### src/rtl/obuf_tag_pkg.sv
// Shared definitions for the output-buffer tag handshake.
//   cmd_op_e    : decoder command opcodes (NEW, REUSE, FLUSH, reserved)
//   tag_state_e : per-tag state encodings used by the per-tag obuf tag logic
package obuf_tag_pkg;

  localparam int unsigned CMD_OP_W    = 2;
  localparam int unsigned TAG_STATE_W = 3;

  typedef enum logic [CMD_OP_W-1:0] {
    CMD_NEW   = 2'd0,
    CMD_REUSE = 2'd1,
    CMD_FLUSH = 2'd2,
    CMD_RSVD  = 2'd3
  } cmd_op_e;

  typedef enum logic [TAG_STATE_W-1:0] {
    FREE          = 3'd0,
    LDMEM         = 3'd1,
    COMPUTE       = 3'd2,
    COMPUTE_CHECK = 3'd3,
    STMEM         = 3'd4
  } tag_state_e;

endpackage

### src/rtl/obuf_tag_sequencer_if.sv
// Decoder -> tag sequencer command channel.
//   cmd_valid        : command present
//   cmd_ready        : command accepted when valid & ready
//   cmd_op           : NEW / REUSE / FLUSH / reserved
//   cmd_bias_prev_sw : bias/prev select for NEW or REUSE
//   cmd_ddr_pe_sw    : ddr/pe select for NEW or REUSE
// master = decoder side, slave = sequencer side.
interface obuf_tag_sequencer_if;
  import obuf_tag_pkg::*;

  logic    cmd_valid;
  logic    cmd_ready;
  cmd_op_e cmd_op;
  logic    cmd_bias_prev_sw;
  logic    cmd_ddr_pe_sw;

  modport master (
    output cmd_valid,
    output cmd_op,
    output cmd_bias_prev_sw,
    output cmd_ddr_pe_sw,
    input  cmd_ready
  );

  modport slave (
    input  cmd_valid,
    input  cmd_op,
    input  cmd_bias_prev_sw,
    input  cmd_ddr_pe_sw,
    output cmd_ready
  );

endinterface

### src/rtl/obuf_tag_ptr.sv
// Modulo-NUM_TAGS wrapping counter with increment enable.
//   clk, reset : clock, synchronous active-high reset (count returns to 0)
//   inc_i      : advance by one, wrapping NUM_TAGS-1 -> 0
//   ptr_o      : current count
module obuf_tag_ptr #(
  parameter int unsigned NUM_TAGS = 2,
  parameter int unsigned TAG_W    = (NUM_TAGS > 1) ? $clog2(NUM_TAGS) : 1
) (
  input  logic             clk,
  input  logic             reset,
  input  logic             inc_i,
  output logic [TAG_W-1:0] ptr_o
);

  logic [TAG_W-1:0] ptr_q, ptr_d;

  // Explicit wrap so non-power-of-two tag counts work.
  always_comb begin
    ptr_d = ptr_q;
    if (inc_i) begin
      if (ptr_q == TAG_W'(NUM_TAGS - 1)) begin
        ptr_d = '0;
      end else begin
        ptr_d = ptr_q + TAG_W'(1);
      end
    end
  end

  always_ff @(posedge clk) begin
    if (reset) begin
      ptr_q <= '0;
    end else begin
      ptr_q <= ptr_d;
    end
  end

  assign ptr_o = ptr_q;

endmodule

### src/rtl/obuf_tag_sequencer.sv
// Initiator side of the output-buffer tag handshake.
// Accepts NEW / REUSE / FLUSH commands, allocates tags round-robin, drives per-tag
// request/reuse/flush pulses, tracks the tag owned by each stage and demuxes the stage
// done pulses back to the owning tag.
//   clk, reset             : clock, synchronous active-high reset
//   cmd                    : command channel (slave modport)
//   tag_req/reuse/flush_o  : one-hot single-cycle pulses per tag
//   tag_bias_prev_sw_o,
//   tag_ddr_pe_sw_o        : broadcast side-band, held until the next NEW/REUSE accept
//   tag_ready_i            : per-tag FREE indication
//   next_compute_tag_i     : per-tag compute finished and flushed
//   *_done_i / *_tag_done_o: stage done pulses and their per-tag demux
//   *_tag_o                : tag currently owned by each stage
//   cur_tag_o, cur_valid_o : tag targeted by REUSE/FLUSH and whether it is open
// Build option: OBUF_TAG_SEQ_IMPLICIT_FLUSH_EN lets NEW close the open tag by pulsing
// tag_flush on it alongside tag_req; otherwise NEW stalls until an explicit FLUSH.
module obuf_tag_sequencer
  import obuf_tag_pkg::*;
#(
  parameter int unsigned NUM_TAGS = 2,
  parameter int unsigned TAG_W    = (NUM_TAGS > 1) ? $clog2(NUM_TAGS) : 1
) (
  input  logic                clk,
  input  logic                reset,
  obuf_tag_sequencer_if.slave cmd,
  output logic [NUM_TAGS-1:0] tag_req_o,
  output logic [NUM_TAGS-1:0] tag_reuse_o,
  output logic [NUM_TAGS-1:0] tag_flush_o,
  output logic                tag_bias_prev_sw_o,
  output logic                tag_ddr_pe_sw_o,
  input  logic [NUM_TAGS-1:0] tag_ready_i,
  input  logic [NUM_TAGS-1:0] next_compute_tag_i,
  input  logic                ldmem_done_i,
  input  logic                compute_done_i,
  input  logic                stmem_done_i,
  output logic [NUM_TAGS-1:0] ldmem_tag_done_o,
  output logic [NUM_TAGS-1:0] compute_tag_done_o,
  output logic [NUM_TAGS-1:0] stmem_tag_done_o,
  output logic [TAG_W-1:0]    ldmem_tag_o,
  output logic [TAG_W-1:0]    compute_tag_o,
  output logic [TAG_W-1:0]    stmem_tag_o,
  output logic [TAG_W-1:0]    cur_tag_o,
  output logic                cur_valid_o
);

  function automatic logic [NUM_TAGS-1:0] onehot(input logic [TAG_W-1:0] idx);
    return NUM_TAGS'(1) << idx;
  endfunction

  logic [TAG_W-1:0]    alloc_ptr, ldmem_ptr, compute_ptr, stmem_ptr;
  logic [TAG_W-1:0]    cur_tag_q, cur_tag_d;
  logic                cur_valid_q, cur_valid_d;
  logic [NUM_TAGS-1:0] pend_q, pend_d;
  logic [NUM_TAGS-1:0] req_q, req_d, reuse_q, reuse_d, flush_q, flush_d;
  logic                bias_q, bias_d, ddr_q, ddr_d;
  logic                new_ok, accept, new_acc, reuse_acc, flush_acc;

`ifdef OBUF_TAG_SEQ_IMPLICIT_FLUSH_EN
  assign new_ok = 1'b1;
`else
  assign new_ok = ~cur_valid_q;
`endif

  always_comb begin
    cmd.cmd_ready = 1'b1;
    unique case (cmd.cmd_op)
      CMD_NEW:   cmd.cmd_ready = tag_ready_i[alloc_ptr] & ~pend_q[alloc_ptr] & new_ok;
      CMD_REUSE: cmd.cmd_ready = cur_valid_q;
      CMD_FLUSH: cmd.cmd_ready = cur_valid_q;
      CMD_RSVD:  cmd.cmd_ready = 1'b1;
    endcase
  end

  assign accept    = cmd.cmd_valid & cmd.cmd_ready;
  assign new_acc   = accept & (cmd.cmd_op == CMD_NEW);
  assign reuse_acc = accept & (cmd.cmd_op == CMD_REUSE);
  assign flush_acc = accept & (cmd.cmd_op == CMD_FLUSH);

  always_comb begin
    req_d       = '0;
    reuse_d     = '0;
    flush_d     = '0;
    bias_d      = bias_q;
    ddr_d       = ddr_q;
    cur_tag_d   = cur_tag_q;
    cur_valid_d = cur_valid_q;
    // A pending request waits for the tag to leave FREE before it may be reallocated.
    pend_d      = pend_q & tag_ready_i;

    if (new_acc) begin
      req_d       = onehot(alloc_ptr);
      cur_tag_d   = alloc_ptr;
      cur_valid_d = 1'b1;
      pend_d      = pend_d | onehot(alloc_ptr);
`ifdef OBUF_TAG_SEQ_IMPLICIT_FLUSH_EN
      if (cur_valid_q) begin
        flush_d = onehot(cur_tag_q);
      end
`endif
    end
    if (reuse_acc) begin
      reuse_d = onehot(cur_tag_q);
    end
    if (flush_acc) begin
      flush_d     = onehot(cur_tag_q);
      cur_valid_d = 1'b0;
    end
    if (new_acc || reuse_acc) begin
      bias_d = cmd.cmd_bias_prev_sw;
      ddr_d  = cmd.cmd_ddr_pe_sw;
    end
  end

  always_ff @(posedge clk) begin
    if (reset) begin
      req_q       <= '0;
      reuse_q     <= '0;
      flush_q     <= '0;
      bias_q      <= 1'b0;
      ddr_q       <= 1'b0;
      cur_tag_q   <= '0;
      cur_valid_q <= 1'b0;
      pend_q      <= '0;
    end else begin
      req_q       <= req_d;
      reuse_q     <= reuse_d;
      flush_q     <= flush_d;
      bias_q      <= bias_d;
      ddr_q       <= ddr_d;
      cur_tag_q   <= cur_tag_d;
      cur_valid_q <= cur_valid_d;
      pend_q      <= pend_d;
    end
  end

  obuf_tag_ptr #(.NUM_TAGS(NUM_TAGS), .TAG_W(TAG_W)) u_alloc_ptr (
    .clk   (clk),
    .reset (reset),
    .inc_i (new_acc),
    .ptr_o (alloc_ptr)
  );

  obuf_tag_ptr #(.NUM_TAGS(NUM_TAGS), .TAG_W(TAG_W)) u_ldmem_ptr (
    .clk   (clk),
    .reset (reset),
    .inc_i (ldmem_done_i),
    .ptr_o (ldmem_ptr)
  );

  // Only the tag compute currently owns may hand it on.
  obuf_tag_ptr #(.NUM_TAGS(NUM_TAGS), .TAG_W(TAG_W)) u_compute_ptr (
    .clk   (clk),
    .reset (reset),
    .inc_i (next_compute_tag_i[compute_ptr]),
    .ptr_o (compute_ptr)
  );

  obuf_tag_ptr #(.NUM_TAGS(NUM_TAGS), .TAG_W(TAG_W)) u_stmem_ptr (
    .clk   (clk),
    .reset (reset),
    .inc_i (stmem_done_i),
    .ptr_o (stmem_ptr)
  );

  assign tag_req_o          = req_q;
  assign tag_reuse_o        = reuse_q;
  assign tag_flush_o        = flush_q;
  assign tag_bias_prev_sw_o = bias_q;
  assign tag_ddr_pe_sw_o    = ddr_q;

  assign ldmem_tag_done_o   = ldmem_done_i   ? onehot(ldmem_ptr)   : '0;
  assign compute_tag_done_o = compute_done_i ? onehot(compute_ptr) : '0;
  assign stmem_tag_done_o   = stmem_done_i   ? onehot(stmem_ptr)   : '0;

  assign ldmem_tag_o   = ldmem_ptr;
  assign compute_tag_o = compute_ptr;
  assign stmem_tag_o   = stmem_ptr;
  assign cur_tag_o     = cur_tag_q;
  assign cur_valid_o   = cur_valid_q;

endmodule

### src/flat_wrapper.sv
// flat-port wrapper written by rule: the top's interface ports become plain ports
module obuf_tag_sequencer_flat import obuf_tag_pkg::*;
#(
  parameter int unsigned NUM_TAGS = 2,
  parameter int unsigned TAG_W    = (NUM_TAGS > 1) ? $clog2(NUM_TAGS) : 1
)
  (clk, reset, tag_req_o, tag_reuse_o, tag_flush_o, tag_bias_prev_sw_o, tag_ddr_pe_sw_o, tag_ready_i, next_compute_tag_i, ldmem_done_i, compute_done_i, stmem_done_i, ldmem_tag_done_o, compute_tag_done_o, stmem_tag_done_o, ldmem_tag_o, compute_tag_o, stmem_tag_o, cur_tag_o, cur_valid_o, cmd_cmd_valid, cmd_cmd_op, cmd_cmd_bias_prev_sw, cmd_cmd_ddr_pe_sw, cmd_cmd_ready);
  obuf_tag_sequencer_if cmd_i ();
  input  logic clk;
  input  logic reset;
  output logic [NUM_TAGS-1:0] tag_req_o;
  output logic [NUM_TAGS-1:0] tag_reuse_o;
  output logic [NUM_TAGS-1:0] tag_flush_o;
  output logic tag_bias_prev_sw_o;
  output logic tag_ddr_pe_sw_o;
  input  logic [NUM_TAGS-1:0] tag_ready_i;
  input  logic [NUM_TAGS-1:0] next_compute_tag_i;
  input  logic ldmem_done_i;
  input  logic compute_done_i;
  input  logic stmem_done_i;
  output logic [NUM_TAGS-1:0] ldmem_tag_done_o;
  output logic [NUM_TAGS-1:0] compute_tag_done_o;
  output logic [NUM_TAGS-1:0] stmem_tag_done_o;
  output logic [TAG_W-1:0] ldmem_tag_o;
  output logic [TAG_W-1:0] compute_tag_o;
  output logic [TAG_W-1:0] stmem_tag_o;
  output logic [TAG_W-1:0] cur_tag_o;
  output logic cur_valid_o;
  input wire logic [$bits(cmd_i.cmd_valid)-1:0] cmd_cmd_valid;
  input wire logic [$bits(cmd_i.cmd_op)-1:0] cmd_cmd_op;
  input wire logic [$bits(cmd_i.cmd_bias_prev_sw)-1:0] cmd_cmd_bias_prev_sw;
  input wire logic [$bits(cmd_i.cmd_ddr_pe_sw)-1:0] cmd_cmd_ddr_pe_sw;
  output wire logic [$bits(cmd_i.cmd_ready)-1:0] cmd_cmd_ready;
  assign cmd_i.cmd_valid = cmd_cmd_valid;
  assign cmd_i.cmd_op = cmd_cmd_op;
  assign cmd_i.cmd_bias_prev_sw = cmd_cmd_bias_prev_sw;
  assign cmd_i.cmd_ddr_pe_sw = cmd_cmd_ddr_pe_sw;
  assign cmd_cmd_ready = cmd_i.cmd_ready;
  obuf_tag_sequencer #(.NUM_TAGS(NUM_TAGS), .TAG_W(TAG_W)) u_core (.clk(clk), .reset(reset), .cmd(cmd_i), .tag_req_o(tag_req_o), .tag_reuse_o(tag_reuse_o), .tag_flush_o(tag_flush_o), .tag_bias_prev_sw_o(tag_bias_prev_sw_o), .tag_ddr_pe_sw_o(tag_ddr_pe_sw_o), .tag_ready_i(tag_ready_i), .next_compute_tag_i(next_compute_tag_i), .ldmem_done_i(ldmem_done_i), .compute_done_i(compute_done_i), .stmem_done_i(stmem_done_i), .ldmem_tag_done_o(ldmem_tag_done_o), .compute_tag_done_o(compute_tag_done_o), .stmem_tag_done_o(stmem_tag_done_o), .ldmem_tag_o(ldmem_tag_o), .compute_tag_o(compute_tag_o), .stmem_tag_o(stmem_tag_o), .cur_tag_o(cur_tag_o), .cur_valid_o(cur_valid_o));
endmodule
### config.mk
export PLATFORM = sky130hd
export DESIGN_NAME = obuf_tag_sequencer_flat
export DESIGN_NICKNAME = d
export VERILOG_FILES = /design/src/rtl/obuf_tag_pkg.sv /design/src/rtl/obuf_tag_sequencer_if.sv /design/src/rtl/obuf_tag_ptr.sv /design/src/rtl/obuf_tag_sequencer.sv /design/src/flat_wrapper.sv
export SDC_FILE = /design/constraint.sdc
export NUM_CORES = 1
export LEC_CHECK = 0
export CAP_MARGIN = 20
export CORE_MARGIN = 3
export CORE_UTILIZATION = 35
export DETAILED_ROUTE_END_ITERATION = 10
export HOLD_SLACK_MARGIN = 0.12
export PLACE_DENSITY = 0.84
export SETUP_SLACK_MARGIN = 0.15
export SLEW_MARGIN = 10
export SYNTH_ARGS = -nofsm -noshare
export SYNTH_HDL_FRONTEND = slang
export SYNTH_SLANG_ARGS = --single-unit
### constraint.sdc
create_clock -name clk -period 1.4 [get_ports clk]
set_input_delay 0.21 -clock clk [delete_from_list [all_inputs] [get_ports clk]]
set_output_delay 0.21 -clock clk [all_outputs]
set_load 0.02 [all_outputs]
==> impl_metrics.toml <==
[run_status]
status = "finished, violations left"
violations = "setup timing"

[synth]
yosysMostFrequentCell = "dfxtp_1"
synth_area_leaders = "dfxtp_1, ha_1, mux2i_1"
synth_top_area_share_pct = 43.69
synth_fa_ha_area_share_pct = 8.532
synth_edf_count = 0
ys_seq_area_share_pct = 43.69
ys_ff_latch = 16
synth_top_family_by_area = "simple AND/OR/NAND/NOR gates"
netlist-cell-type-count = 27
synth_cells = 71
synthArstFlopShare_pct = 0
synth_compound_area_share_pct = 13.65
synth_common_cells = "dfxtp_1, nor2_1, ha_1, nand2b_1, mux2i_1"
yosys.area_share.simple_pct = 24.23
yosysWarnings = 0
synth_top_area_cell = "dfxtp_1"
synth_xor_xnor_area_share_pct = 2.389
syn_area_sq_um = 733.2
yosys_most_used_dff = "dfxtp_1"
synthMuxAreaShare_pct = 5.461
synth_area_per_cell_sq_um = 10.33
syn-num-nets = 90

[power]
p_per_area_nw_per_um2 = 792.9
ir_worst_vdd_v = 0.0005609
p_leak_nw = 0.5931

[finish]
fill_cells = 130
syn_to_final_growth_pct = 82.77
layout-drive-gt1-share_pct = 48.78
diodes = 0
multi_input_area_sq_um = 514.2
regArea_sq_um = 331.6
nNetsFinal = 143

[die]
fp.dieArea_sq_um = 2680
core_area_sq_um = 1858
io_pins = 34
die_x_microns = 51.77
rows = 15
initial_core_util_pct = 39.46
die_h_microns = 51.77

[global_route]
grt-ovfl-total = 0
first_global_vias = 777
antenna_found_initial = 0
grt_usage_pct = 20.08
grt_max_degree = 10
grt_pass1_wl_mm = 3.739

[timing]
setup_viol = 14
fin_skew_ps = 7.748
fin_ws_ps = -275.9
max_freq_ghz = 0.5967
whs_ps = 305.7
grt_setup_unrepaired = "yes"
min_period_ps = 1676
worst_pin_slew_ps = 300.1
period_share_pct = 119.7
slew_headroom_pct = 79.93
finalHoldViolCount = 0
slew_violations = 0

[hold_path]
hold_path_class = "in2reg"
whs_endpoint = "u_core.pend_q[1]"
hold_depth = 3
min_from = "tag_ready_i[1]"

[setup_path]
timing.rr.start = "u_core.u_alloc_ptr.ptr_o"
worst_ep_required_time_ps = 1190
rr_worst_depth = 6
end_kind = "primary output"
path_cells = "and3b_2 -> o211a_4 -> or2_4 -> buf_6"
worst-setup-path-type = "reg2out"
ff2ff_setup_slack_ps = -220
critPathBufInv = 1
cp.arrival_ps = 1470
slowest_stage = "dfxtp_2"
reg2reg_to = "u_core.u_alloc_ptr.ptr_o"
startpoint_type = "flop"
crit_family = "simple AND/OR/NAND/NOR gates"
cp_max_fo = 3
cpPeakStageDelay_ps = 350

[placed_design]
dpl_worst_slack_ps = -826.6
routabilityCongestion = 0.7218
port_buffers = 33
dp_hpwl_mm = 1.498

[clocking]
cts_tree = "built"
cts_root_buf = "clkbuf_4"
clk_latency_ps = 300
clk_pin_slew_ps = 100
cts-buffers-inserted = 3
clock_sinks = 16
clockBufferDepth = 2
ctsHtreeMaxLevel = 1

[routing]
first_pass_iters = 2
routed_wl_mm = 2.233
wl_per_cell_microns = 15.09
vias = 690
route.detailed.drc = 0
vias_per_cell = 4.662
ant_nets = 0
drt_iter0_markers = 5

[job]
maxCapViolations = 0
==> metal layers <==
metal  part of all wire, %  GRT usage (%)  up-vias
li1                      -              -      348
met1                    36          20.49      325
met2                    58          35.59       12
met3                   3.1          6.017        5
met4                   2.5          12.23        0
met5                     0              0        -
==> power breakdown <==
part | total [mW] | leakage (nW) | internal [mW] | switching [mW]
combinational | 0.261 | 0.439 | 0.136 | 0.124
clock | 0.319 | 0.0210 | 0.159 | 0.160
sequential | 0.483 | 0.133 | 0.469 | 0.0137
==> worst reg2reg max path, cell delays in order (launching register included) <==
cell      delay (ps)
dfxtp_2          350
and3b_2          220
o211a_4          230
buf_4            130
buf_6            120
o211ai_4         270
mux2i_1          240
==> cell type report <==
type | instances | area share (%)
clock buffer | 4 | 2.708
tap | 25 | 2.334
multi-input combinational | 51 | 38.38
inverter | 3 | 0.8403
timing repair buffer | 49 | 31.00
sequential | 16 | 24.74
==> registers in the layout, indices dropped and copies added, names as in the netlist <==
name and cells:
u_core.u_ldmem_ptr.ptr_o 1, u_core.tag_ddr_pe_sw_o 1, u_core.u_stmem_ptr.ptr_o 1, u_core.cur_tag_o 1
u_core.u_compute_ptr.ptr_o 1, u_core.pend_q 2, u_core.u_alloc_ptr.ptr_o 1, u_core.tag_reuse_o 2
u_core.tag_flush_o 2, u_core.tag_bias_prev_sw_o 1, u_core.cur_valid_o 1, u_core.tag_req_o 2
==> worst max-delay path by stage <==
stage	start	endpoint	cells past startpoint
floorplan	u_core.u_alloc_ptr.ptr_o	u_core.cur_tag_o	4
global placement	cmd_cmd_op[0]	cmd_cmd_ready	7
detailed placement	cmd_cmd_op[0]	cmd_cmd_ready	7
CTS	u_core.pend_q[1]	cmd_cmd_ready	4
global route	u_core.u_alloc_ptr.ptr_o	cmd_cmd_ready	4
finish	u_core.u_alloc_ptr.ptr_o	cmd_cmd_ready	4
==> through the flow <==
step                cells  setup TNS, ps  cell area [sq um]  total power, mW  utilization [%]
floorplan              71              0              760.7           0.6046                -
global placement      140          -8102               1209           0.7325            65.05
detailed placement    140          -9109               1209           0.7408            65.05
CTS                   148          -1726               1309            1.049            70.44
global route          148          -2920               1340            1.117            72.12
finish                148          -2048               1340            1.062            72.12
==> layout by cell type (no fill, tap or decap), drive strengths merged, types with 3 or more instances in the layout <==
cell	netlist	layout
buf	0	23
dfxtp	16	16
clkdlybuf4s50	0	10
dlygate4sd2	0	10
clkbuf	1	7
nor2	6	6
nand2b	5	5
ha	5	5
mux2i	4	4
and2	3	3
inv	3	3
nor2b	3	3
clkdlybuf4s15	0	3
o21ai	3	3
==> cells by family after synthesis <==
group                    after synthesis
AO/OA/AOI/OAI                         10
XOR/XNOR                               2
adder cells (fa/ha/maj)                5
buffers and inverters                  4
flip-flops                            16
multiplexers                           4
AND/OR/NAND/NOR                       30
==> repair_timing <==
item / 4_1_cts / 5_1_grt
pin swaps: 11 / 1
resized for setup: 69 / 19
cloned: 0 / 0
hold buffers: 0 / 0
endpoints found under the hold margin: 0 / 0
setup buffers: 4 / 0
endpoints found under the setup margin: 33 / 22
Power figures use the tool's default switching activity.
